## config.mk

```make
export PLATFORM = sky130hd
export DESIGN_NAME = ad9361_spi_slave_flat
export DESIGN_NICKNAME = d
export VERILOG_FILES = /design/src/rtl/ad9361_spi_pkg.sv /design/src/rtl/ad9361_spi_slave_if.sv /design/src/rtl/ad9361_spi_sync.sv /design/src/rtl/ad9361_spi_slave.sv /design/src/flat_wrapper.sv
export SDC_FILE = /design/constraint.sdc
export NUM_CORES = 1
export LEC_CHECK = 0
export ABC_AREA = 1
export BUFFER_PORTS_ARGS = -buffer_cell sky130_fd_sc_hd__buf_2
export CORE_ASPECT_RATIO = 1.4
export CORE_MARGIN = 2
export CORE_UTILIZATION = 23
export DETAILED_ROUTE_END_ITERATION = 7
export REMOVE_ABC_BUFFERS = 1
export SYNTH_ARGS = -nofsm -noshare
export SYNTH_HDL_FRONTEND = slang
export SYNTH_SLANG_ARGS = --single-unit
```

## constraint.sdc

```tcl
create_clock -name sys_clk -period 1.5 [get_ports sys_clk]
set_input_delay 0.075 -clock sys_clk [delete_from_list [all_inputs] [get_ports sys_clk]]
set_output_delay 0.075 -clock sys_clk [all_outputs]
set_load 0.01 [all_outputs]
```

## src/rtl/ad9361_spi_pkg.sv

```systemverilog
// Shared types and header field layout for the AD9361-format SPI responder.
package ad9361_spi_pkg;

    typedef enum logic [2:0] {
        IDLE,
        HDR,
        WR,
        RD,
        DONE
    } state_t;

    localparam int HDR_BITS     = 16;
    localparam int ADDR_W       = 10;
    localparam int DATA_W       = 8;

    localparam int HDR_WRN_BIT  = 15;
    localparam int HDR_NB_MSB   = 14;
    localparam int HDR_NB_LSB   = 12;
    localparam int HDR_ADDR_MSB = 9;

    // Multi-byte frames walk downwards through the 10-bit space and wrap 0x000 -> 0x3FF.
    function automatic logic [ADDR_W-1:0] next_addr(input logic [ADDR_W-1:0] a);
        return a - ADDR_W'(1);
    endfunction

endpackage

```

## src/rtl/ad9361_spi_slave_if.sv

```systemverilog
// Parallel register-access port produced by the SPI responder.
interface ad9361_spi_slave_if;
    import ad9361_spi_pkg::*;

    // reg_wr_en and reg_rd_en are single-cycle strobes, never high together; reg_addr and
    // reg_wdata are valid in the strobe cycle; reg_rdata must be valid the cycle after reg_rd_en.
    logic [ADDR_W-1:0] reg_addr;
    logic [DATA_W-1:0] reg_wdata;
    logic              reg_wr_en;
    logic              reg_rd_en;
    logic [DATA_W-1:0] reg_rdata;

    modport master (
        output reg_addr,
        output reg_wdata,
        output reg_wr_en,
        output reg_rd_en,
        input  reg_rdata
    );

    modport slave (
        input  reg_addr,
        input  reg_wdata,
        input  reg_wr_en,
        input  reg_rd_en,
        output reg_rdata
    );

endinterface

```

## src/rtl/ad9361_spi_sync.sv

```systemverilog
// Oversamples SCLK/CS/MOSI into sys_clk and produces registered edge pulses
// (SYNC_STAGES+1 cycles after the pin edge). SYNC_STAGES must be at least 2.
module ad9361_spi_sync #(
    parameter int SYNC_STAGES = 2
) (
    input  logic sys_clk,
    input  logic sys_nrst,
    input  logic spi_sclk,
    input  logic spi_cs,
    input  logic spi_mosi,
    output logic sclk_rise,
    output logic sclk_fall,
    output logic cs_rise,
    output logic cs_fall,
    output logic cs_lvl,
    output logic mosi_s
);

    logic [SYNC_STAGES-1:0] sclk_ff;
    logic [SYNC_STAGES-1:0] cs_ff;
    logic [SYNC_STAGES-1:0] mosi_ff;
    logic                   sclk_d;

    // CS resets to "selected" so a CS held low through reset is never seen as a fresh fall.
    always_ff @(posedge sys_clk or negedge sys_nrst) begin
        if (!sys_nrst) begin
            sclk_ff   <= '0;
            cs_ff     <= '0;
            mosi_ff   <= '0;
            sclk_d    <= 1'b0;
            cs_lvl    <= 1'b0;
            sclk_rise <= 1'b0;
            sclk_fall <= 1'b0;
            cs_rise   <= 1'b0;
            cs_fall   <= 1'b0;
        end else begin
            sclk_ff   <= {sclk_ff[SYNC_STAGES-2:0], spi_sclk};
            cs_ff     <= {cs_ff[SYNC_STAGES-2:0], spi_cs};
            mosi_ff   <= {mosi_ff[SYNC_STAGES-2:0], spi_mosi};
            sclk_d    <= sclk_ff[SYNC_STAGES-1];
            cs_lvl    <= cs_ff[SYNC_STAGES-1];
            sclk_rise <= sclk_ff[SYNC_STAGES-1] & ~sclk_d;
            sclk_fall <= ~sclk_ff[SYNC_STAGES-1] & sclk_d;
            cs_rise   <= cs_ff[SYNC_STAGES-1] & ~cs_lvl;
            cs_fall   <= ~cs_ff[SYNC_STAGES-1] & cs_lvl;
        end
    end

    assign mosi_s = mosi_ff[SYNC_STAGES-1];

endmodule

```

## src/rtl/ad9361_spi_slave.sv

```systemverilog
// AD9361-format SPI responder: decodes 16-bit header + data bytes from oversampled SPI
// pins into register strobes on sys_clk, and serves read data back on MISO.
module ad9361_spi_slave
    import ad9361_spi_pkg::*;
#(
    parameter int SYNC_STAGES = 2
) (
    input  logic                sys_clk,
    input  logic                sys_nrst,
    input  logic                spi_cs,
    input  logic                spi_sclk,
    input  logic                spi_mosi,
    output logic                spi_miso,
    output logic                spi_miso_oe,
    output logic                frame_done,
    output logic                frame_err,
    output state_t              dbg_state,
    ad9361_spi_slave_if.master  reg_bus
);

    logic sclk_rise, sclk_fall, cs_rise, cs_fall, cs_lvl, mosi_s;
    logic bit_fall, bit_rise;

    state_t              state_q, state_d;
    logic [3:0]          bit_cnt_q;
    logic [HDR_BITS-2:0] shreg_q;
    logic [HDR_BITS-1:0] rx_word;
    logic [2:0]          nb_left_q;
    logic [ADDR_W-1:0]   addr_q;
    logic [ADDR_W-1:0]   rd_addr;
    logic [DATA_W-1:0]   tx_sh_q, rd_buf_q, wdata_q;
    logic                wr_en_q, cap_first_q, cap_next_q, tx_vld_q;
    logic                hdr_end, byte_end, rd_launch, in_frame;

    ad9361_spi_sync #(.SYNC_STAGES(SYNC_STAGES)) u_sync (
        .sys_clk   (sys_clk),
        .sys_nrst  (sys_nrst),
        .spi_sclk  (spi_sclk),
        .spi_cs    (spi_cs),
        .spi_mosi  (spi_mosi),
        .sclk_rise (sclk_rise),
        .sclk_fall (sclk_fall),
        .cs_rise   (cs_rise),
        .cs_fall   (cs_fall),
        .cs_lvl    (cs_lvl),
        .mosi_s    (mosi_s)
    );

    assign bit_fall = sclk_fall & ~cs_lvl;
    assign bit_rise = sclk_rise & ~cs_lvl;
    assign rx_word  = {shreg_q, mosi_s};
    assign in_frame = (state_q == HDR) || (state_q == WR) || (state_q == RD);
    assign hdr_end  = (state_q == HDR) && bit_fall && !cs_rise && (bit_cnt_q == 4'(HDR_BITS - 1));
    assign byte_end = ((state_q == WR) || (state_q == RD)) && bit_fall && !cs_rise
                      && (bit_cnt_q == 4'(DATA_W - 1));

    // Read requests are issued combinationally on the sampling edge so the returned byte
    // can be on MISO SYNC_STAGES+3 cycles after the SCLK edge.
    always_comb begin
        state_d    = state_q;
        frame_done = 1'b0;
        frame_err  = 1'b0;
        rd_launch  = 1'b0;
        rd_addr    = addr_q;
        case (state_q)
            IDLE: if (cs_fall) state_d = HDR;
            HDR: begin
                if (cs_rise) begin
                    frame_err = 1'b1;
                    state_d   = IDLE;
                end else if (hdr_end) begin
                    rd_addr = rx_word[HDR_ADDR_MSB:0];
                    if (rx_word[HDR_WRN_BIT]) begin
                        state_d = WR;
                    end else begin
                        state_d   = RD;
                        rd_launch = 1'b1;
                    end
                end
            end
            WR: begin
                if (cs_rise) begin
                    frame_err = 1'b1;
                    state_d   = IDLE;
                end else if (byte_end && nb_left_q == 3'd0) begin
                    state_d = DONE;
                end
            end
            RD: begin
                if (cs_rise) begin
                    frame_err = 1'b1;
                    state_d   = IDLE;
                end else if (byte_end) begin
                    if (nb_left_q == 3'd0) begin
                        state_d = DONE;
                    end else begin
                        rd_launch = 1'b1;
                        rd_addr   = next_addr(addr_q);
                    end
                end
            end
            DONE: begin
                if (cs_rise) begin
                    frame_done = 1'b1;
                    state_d    = IDLE;
                end
            end
            default: state_d = IDLE;
        endcase
    end

    always_ff @(posedge sys_clk or negedge sys_nrst) begin
        if (!sys_nrst) begin
            state_q     <= IDLE;
            bit_cnt_q   <= '0;
            shreg_q     <= '0;
            nb_left_q   <= '0;
            addr_q      <= '0;
            tx_sh_q     <= '0;
            rd_buf_q    <= '0;
            wdata_q     <= '0;
            wr_en_q     <= 1'b0;
            cap_first_q <= 1'b0;
            cap_next_q  <= 1'b0;
            tx_vld_q    <= 1'b0;
        end else begin
            state_q     <= state_d;
            wr_en_q     <= 1'b0;
            cap_first_q <= rd_launch && (state_q == HDR);
            cap_next_q  <= rd_launch && (state_q == RD);

            if (state_q == IDLE) begin
                bit_cnt_q <= '0;
                tx_vld_q  <= 1'b0;
            end
            if (bit_fall && in_frame) begin
                shreg_q   <= rx_word[HDR_BITS-2:0];
                bit_cnt_q <= bit_cnt_q + 4'd1;
            end
            if (hdr_end) begin
                bit_cnt_q <= '0;
                nb_left_q <= rx_word[HDR_NB_MSB:HDR_NB_LSB];
                addr_q    <= rx_word[HDR_ADDR_MSB:0];
                tx_vld_q  <= 1'b0;
            end
            if (byte_end) begin
                bit_cnt_q <= '0;
                if (nb_left_q != 3'd0) nb_left_q <= nb_left_q - 3'd1;
                if (state_q == WR) begin
                    wdata_q <= rx_word[DATA_W-1:0];
                    wr_en_q <= 1'b1;
                end
            end
            if (rd_launch) addr_q <= rd_addr;
            if (wr_en_q && state_q == WR) addr_q <= next_addr(addr_q);

            if (cap_first_q) begin
                tx_sh_q  <= reg_bus.reg_rdata;
                rd_buf_q <= reg_bus.reg_rdata;
                tx_vld_q <= 1'b1;
            end
            if (cap_next_q) rd_buf_q <= reg_bus.reg_rdata;
            // First rise of each byte presents the buffered byte; the rest shift it out.
            if (bit_rise && state_q == RD && tx_vld_q) begin
                if (bit_cnt_q == 4'd0) tx_sh_q <= rd_buf_q;
                else                   tx_sh_q <= {tx_sh_q[DATA_W-2:0], 1'b0};
            end
        end
    end

    assign spi_miso_oe       = (state_q == RD) && tx_vld_q;
    assign spi_miso          = spi_miso_oe & tx_sh_q[DATA_W-1];
    assign reg_bus.reg_addr  = rd_launch ? rd_addr : addr_q;
    assign reg_bus.reg_wdata = wdata_q;
    assign reg_bus.reg_wr_en = wr_en_q;
    assign reg_bus.reg_rd_en = rd_launch;
    assign dbg_state         = state_q;

endmodule

```

## src/flat_wrapper.sv

```systemverilog
// flat-port wrapper written by rule: the top's interface ports become plain ports
module ad9361_spi_slave_flat import ad9361_spi_pkg::*;
#(
    parameter int SYNC_STAGES = 2
)
  (sys_clk, sys_nrst, spi_cs, spi_sclk, spi_mosi, spi_miso, spi_miso_oe, frame_done, frame_err, dbg_state, reg_bus_reg_addr, reg_bus_reg_wdata, reg_bus_reg_wr_en, reg_bus_reg_rd_en, reg_bus_reg_rdata);
  ad9361_spi_slave_if reg_bus_i ();
  input  logic sys_clk;
  input  logic sys_nrst;
  input  logic spi_cs;
  input  logic spi_sclk;
  input  logic spi_mosi;
  output logic spi_miso;
  output logic spi_miso_oe;
  output logic frame_done;
  output logic frame_err;
  output state_t dbg_state;
  output wire logic [$bits(reg_bus_i.reg_addr)-1:0] reg_bus_reg_addr;
  output wire logic [$bits(reg_bus_i.reg_wdata)-1:0] reg_bus_reg_wdata;
  output wire logic [$bits(reg_bus_i.reg_wr_en)-1:0] reg_bus_reg_wr_en;
  output wire logic [$bits(reg_bus_i.reg_rd_en)-1:0] reg_bus_reg_rd_en;
  input wire logic [$bits(reg_bus_i.reg_rdata)-1:0] reg_bus_reg_rdata;
  assign reg_bus_reg_addr = reg_bus_i.reg_addr;
  assign reg_bus_reg_wdata = reg_bus_i.reg_wdata;
  assign reg_bus_reg_wr_en = reg_bus_i.reg_wr_en;
  assign reg_bus_reg_rd_en = reg_bus_i.reg_rd_en;
  assign reg_bus_i.reg_rdata = reg_bus_reg_rdata;
  ad9361_spi_slave #(.SYNC_STAGES(SYNC_STAGES)) u_core (.sys_clk(sys_clk), .sys_nrst(sys_nrst), .spi_cs(spi_cs), .spi_sclk(spi_sclk), .spi_mosi(spi_mosi), .spi_miso(spi_miso), .spi_miso_oe(spi_miso_oe), .frame_done(frame_done), .frame_err(frame_err), .dbg_state(dbg_state), .reg_bus(reg_bus_i));
endmodule
```

Word-level counts from Yosys, hierarchy flattened --
Index checks and enable logic that the tools add are counted.
Word-level totals: register bits after elaboration 75, bits of input ports 13, logic and storage cells 122, output and inout bits 27
Operators by class: eq/ne operators 12, add/sub/neg operators 3, mux-type cells 46, bitwise gates (word level) 11, reductions and logical operators 29
Operators by type and width (number):
- 2-to-1 mux 10 bit | 8
- 2-to-1 mux 3 bit | 12
- 2-to-1 mux 8 bit | 4
- case mux 10 bit (2 select lines) | 1
- 2-to-1 mux 4 bit | 4
- 2-to-1 mux 1 bit | 15
- case mux 3 bit (5 select lines) | 1
- logical AND 1 bit | 14
- subtractor 10 x 1 -> 10 bit, second input constant | 1
- != test 3 x 2 -> 1 bit, second input constant | 3
- bitwise AND 1 bit | 7
- == test 3 x 2 -> 1 bit, second input constant | 2
- logical NOT 3 bit | 2
- AND reduction 6 bit | 1
- nonzero test 3 bit | 2
- adder 4 x 1 -> 4 bit, second input constant | 1
- == test 4 x 3 -> 1 bit, second input constant | 1
- == test 4 bit, second input constant | 1
- logical NOT 4 bit | 1
- != test 2 bit, second input constant | 2
- NOT 1 bit | 4
- nonzero test 2 bit | 2
- nonzero test 4 bit | 1
- == test 3 x 1 -> 1 bit, second input constant | 1
- 8 further kinds | 10

Longest topological paths before layout --
depth in word-level cells 10, depth in mapped cells 13, mapped depth without buffers 12

By module --
From an unflattened synthesis, not the netlist that was laid out.
Unflattened totals: cell total of the unflattened synthesis 519, area, all modules 3988.8 um^2
By module, submodules not included:
- ad9361_spi_slave | seq. area each 1576.5 um^2, cells each 499, area each 3658.5 um^2, times used 1
- ad9361_spi_sync | seq. area each 300.3 um^2, cells each 20, area each 330.3 um^2, times used 1

Worst setup path after synthesis --
No wires, ideal clock.
kind flip-flop to flip-flop, from register u_core.bit_cnt_q[0], to register u_core.addr_q[0], data arrival time 1.419 ns, library setup time 0.117 ns, setup slack -0.036 ns, period minus slack after synthesis 1.536 ns, stages on the path, launching flop included 13, data required time 1.383 ns, path buffers 1, cells stage by stage dfrtp_1 > ha_1 > nand2_1 > clkinv_1 > nand2_1 > nor2_2 > nand2_1 > buf_2 > nand2_1 > nand3_1 > nand3_1 > nand2_1 > nand2_1
On the way: cells in the longest elaborated chain, start to end 7, elaborated cells between the ends (all ways) 16, classes of those cells eq/ne (2); mux (12); reduce/logical (2)
RTL lines:
- start, declared | line ad9361_spi_slave.sv:25 | logic [3:0] bit_cnt_q;
- start signal, assigned | line ad9361_spi_slave.sv:138 | bit_cnt_q <= bit_cnt_q + 4'd1;
- == test 4 x 3 -> 1 bit / == test 4 bit (equally long branches) | line ad9361_spi_slave.sv:55, ad9361_spi_slave.sv:53
- logical AND 1 bit (on tied branches) | line ad9361_spi_slave.sv:55, ad9361_spi_slave.sv:53
- 2-to-1 mux 10 bit, or another cell as far along | line ad9361_spi_slave.sv:93 | end else if (byte_end) begin
- 2-to-1 mux 10 bit, or another cell as far along | line ad9361_spi_slave.sv:90 | if (cs_rise) begin
- case mux 10 bit (2 select lines) / case mux 1 bit (2 select lines) (equally long branches) | line ad9361_spi_slave.sv:65 | case (state_q)
- 2-to-1 mux 10 bit (*) | line ad9361_spi_slave.sv:154 | if (rd_launch) addr_q <= rd_addr;
- 2-to-1 mux 10 bit (*) | line ad9361_spi_slave.sv:155 | if (wr_en_q && state_q == WR) addr_q <= next_addr(addr_q);
- end signal, assigned | line ad9361_spi_slave.sv:143 | addr_q <= rx_word[HDR_ADDR_MSB:0];
- end signal, assigned | line ad9361_spi_slave.sv:154
- end signal, assigned | line ad9361_spi_slave.sv:155
- end, declared | line ad9361_spi_slave.sv:29 | logic [ADDR_W-1:0] addr_q;
Mark *: on every way between the ends. The rest lies on a longest branch, timed or not. A chain may end at the register's enable or synchronous reset.

Final worst setup path --
from register u_core.bit_cnt_q[0], to output reg_bus_reg_addr[4]
On the way: cells in the longest elaborated chain, start to end 6, elaborated cells between the ends (all ways) 15, classes of those cells eq/ne (2); mux (11); reduce/logical (2)
RTL lines:
- == test 4 x 3 -> 1 bit / == test 4 bit (equally long branches) | line ad9361_spi_slave.sv:55, ad9361_spi_slave.sv:53
- logical AND 1 bit (on tied branches) | line ad9361_spi_slave.sv:55, ad9361_spi_slave.sv:53
- 2-to-1 mux 10 bit, or another cell as far along | line ad9361_spi_slave.sv:93
- 2-to-1 mux 10 bit, or another cell as far along | line ad9361_spi_slave.sv:90
- case mux 10 bit (2 select lines) / case mux 1 bit (2 select lines) (equally long branches) | line ad9361_spi_slave.sv:65
- 2-to-1 mux 10 bit (*) | line ad9361_spi_slave.sv:173 | assign reg_bus.reg_addr = rd_launch ? rd_addr : addr_q;
- end, declared | line flat_wrapper.sv:18 | output wire logic [$bits(reg_bus_i.reg_addr)-1:0] reg_bus_reg_addr;
Marks and branches as above.

==> flow_summary.ini <==
[route]
totalWireLength_um = 11700
detail_route.wl_per_cell_um = 13.5
drc_errors = 0
drt-pass1-iter-count = 4
detail_route.iter0.violations = 152
dr_total_vias = 3865
antenna_left = 0
route.detailed.vias_per_inst = 4.47

[timing]
period_share_pct = 140
clock.fmax_mhz = 476
worst_pin_slew_ps = 424
final.setup_skew_ps = 7.77
grt_setup_unrepaired = yes
fin_crit_ps = 2100
postLayoutSetupSlackWorst_ps = -601
report.final.hold_viol_count = 0
report.final.slew_viol_count = 0
timing.setup.tns_ps = -9910
setup-violations-final = 38
timing.max_slew.rel_slack_pct = 71.7

[placement]
post-place-ws_ps = -327
routabilityCongestion = 0.882
port_buffers = 39
hpwlAfterDp_um = 8470

[layout]
num-fill-cells = 1720
antenna_cells_inserted = 0
final_cell_mix = nand2_1 (148), buf_4 (89), dfrtp_1 (74), nand3_1 (53), inv_1 (45)
finish.utilization_pct = 35.9
synthToLayoutAreaGrowth_pct = 52.7
num-nets-final = 676
final_common_cell = nand2_1
final_layout_size_suffix_gt1_share_pct = 38.1

[synth]
synth_top_cell_area_share_pct = 47.4
ys_dominant_reg_cell = dfrtp_1
synth.yosys.warnings = 0
yosysSeqAreaShare_pct = 47.4
synth.largest_area_cell = dfrtp_1
synth_area_per_cell_um2 = 7.88
yosys-top-cells-area = dfrtp_1 (47%), nand2_1 (15%), nand3_1 (8.5%)
yosys_register_bits = 75
synthesis.area_um2 = 3960
ys_async_sr_fraction_pct = 100
synth_edf_count = 0
synthesis.instances = 502
synthDistinctLibCells = 36

[worst_setup_path]
cp_max_fo = 10
r2r_path_start = u_core.dbg_state[2]
worstPathArrival_ps = 2030
endpoint_kind = output pin
worst_setup_path_endpoint = reg_bus_reg_addr[4]
crit_path_frequent_cell = nand3_1
timing.rr.end = u_core.tx_sh_q[5]
critPathRequiredTime_ps = 1420
startpoint = u_core.bit_cnt_q[0]
path_cells = ha_2, nand2_4, inv_4, nand2_4, nor2_4, buf_4, nand3_1, nand3_1, nand3_1, nand2_1, nand2_1, buf_2
critical_path.slowest_cell = dfrtp_1
rr_worst_depth = 11
worstSetupStartpointType = register
ff2ff_setup_slack_ps = -180
critPathKind = register to output pin
critical_path.max_stage_delay_ps = 350

[global_route]
grt_pass1_wl_um = 19000
antenna_found_initial = 0
grtUsageTotal_pct = 13.2
grt_max_degree = 32
gr-total-overflow = 0
vias_in_the_first_global_route = 3945

[pwr]
power.density_nw_per_um2 = 946
worst_case_vdd_ir_drop_uv = 641
fin_total_pwr_w = 0.00572
cellLeakagePower_nw = 3.16

[clock_tree]
clk-insertion-delay-late_ps = 340
clk_pin_slew_worst_paths_ps = 60
clock_tree.htree_level_count = 3
tritoncts = built
clockRootBuffer = clkbuf_16
cts_max_path_buffers = 2
clock-sinks = 75
cts_made_buffers = 9

[die]
core-area_um2 = 16800
floorplan.initialDensity_pct = 23.5
die_y_um = 159
rows = 56
chipWidth_um = 115
die_area_um2 = 18300
i_o_pin_count = 40

[worst_hold_path]
type_of_the_tightest_min_delay_check = primary input to register
min_path_cells = 3

[outcome]
violations = setup timing
status = complete, but fails checks

[run]
cap_viol_max_count = 0
[kinds of logic after synthesis]
kind of cell               after synthesis  synth area share [%]
buffers and inverters                   79                  8.25
muxes                                    6                  1.71
and+or+nand+nor                        272                  30.7
xor gates and xnor gates                 3                 0.664
adders and majority gates                5                  1.58
AOI/OAI and AO/OA                       62                  9.61
DFF                                     75                  47.4
[cell usage after synthesis, types with 3 or more instances]
library cell,instances
a21oi_1,10
buf_2,6
buf_6,3
clkbuf_1,5
dfrtp_1,75
ha_1,5
inv_1,52
inv_2,10
mux2_2,6
nand2_1,160
nand3_1,67
nand4_1,4
nor2_1,24
nor2_2,3
o211ai_1,3
o21ai_0,40
o221ai_2,5
[flip-flops by register name, summed over array words and instances, names as in the netlist, 2 cells and up]
signal / flops
u_core.shreg_q: 15
u_core.u_sync.sclk_ff: 2
u_core.u_sync.cs_ff: 2
u_core.bit_cnt_q: 4
u_core.rd_buf_q: 8
u_core.nb_left_q: 3
u_core.tx_sh_q: 8
u_core.reg_bus.reg_wdata: 8
u_core.addr_q: 10
u_core.u_sync.mosi_ff: 2
u_core.dbg_state: 3
[area by class of cell]
type	count	area [µm²]	area share (%)
inverter	64	258	4.27
clock buffer	10	239	3.96
sequential	75	1880	31.1
timing repair buffer	160	1290	21.4
tap	203	254	4.20
multi-input combinational	348	2030	33.6
clock inverter	5	85.1	1.41
[worst min-delay path by stage]
stage	startpoint	to	slack (ps)
detailed placement	sys_nrst	u_core.u_sync.cs_ff[0]	20
CTS	reg_bus_reg_rdata[3]	u_core.rd_buf_q[3]	20
finish	reg_bus_reg_rdata[3]	u_core.rd_buf_q[3]	10
floorplan	sys_nrst	u_core.addr_q[0]	-220
global placement	sys_nrst	u_core.u_sync.cs_ff[0]	10
global route	reg_bus_reg_rdata[4]	u_core.rd_buf_q[4]	30
[critical path: cells and delay by family (launching register included)]
family        cells  cell delay (ps)
simple gates      8              750
buf+inv           3              390
flops             1              350
fa+ha+maj         1              210
[per-stage QoR]
stage | cells | area (µm²) | hold WS [ps]
2_1_floorplan | 487 | 3870 | -221
3_3_place_gp | 828 | 5150 | 11.4
3_5_place_dp | 828 | 5150 | 19.8
4_1_cts | 862 | 5930 | 18.7
5_1_grt | 865 | 6040 | 32.1
6_report | 865 | 6040 | 13.8
[report_power, final]
| part | internal, W | leakage, nW | switching (W) |
|---|---|---|---|
| sequential | 0.00214 | 0.954 | 0.0000715 |
| clock | 0.00150 | 0.156 | 0.000880 |
| combinational | 0.000463 | 2.05 | 0.000662 |
[metal layers]
metal | vias up | part of all wire, % | global-route usage (%)
li1 | 1942 | - | -
met1 | 1821 | 40 | 14.5
met2 | 76 | 53 | 23.6
met3 | 26 | 3.7 | 2.93
met4 | 0 | 3.6 | 6.24
met5 | - | 0 | 0
[what timing repair did]
action	in CTS	in global routing
pin swaps	16	17
buffers inserted	9	2
hold endpoints to repair	67	0
gates cloned	0	2
resized for setup	82	34
setup endpoints to repair	49	52
hold buffers	10	0
(Power assumes the default switching activity.)
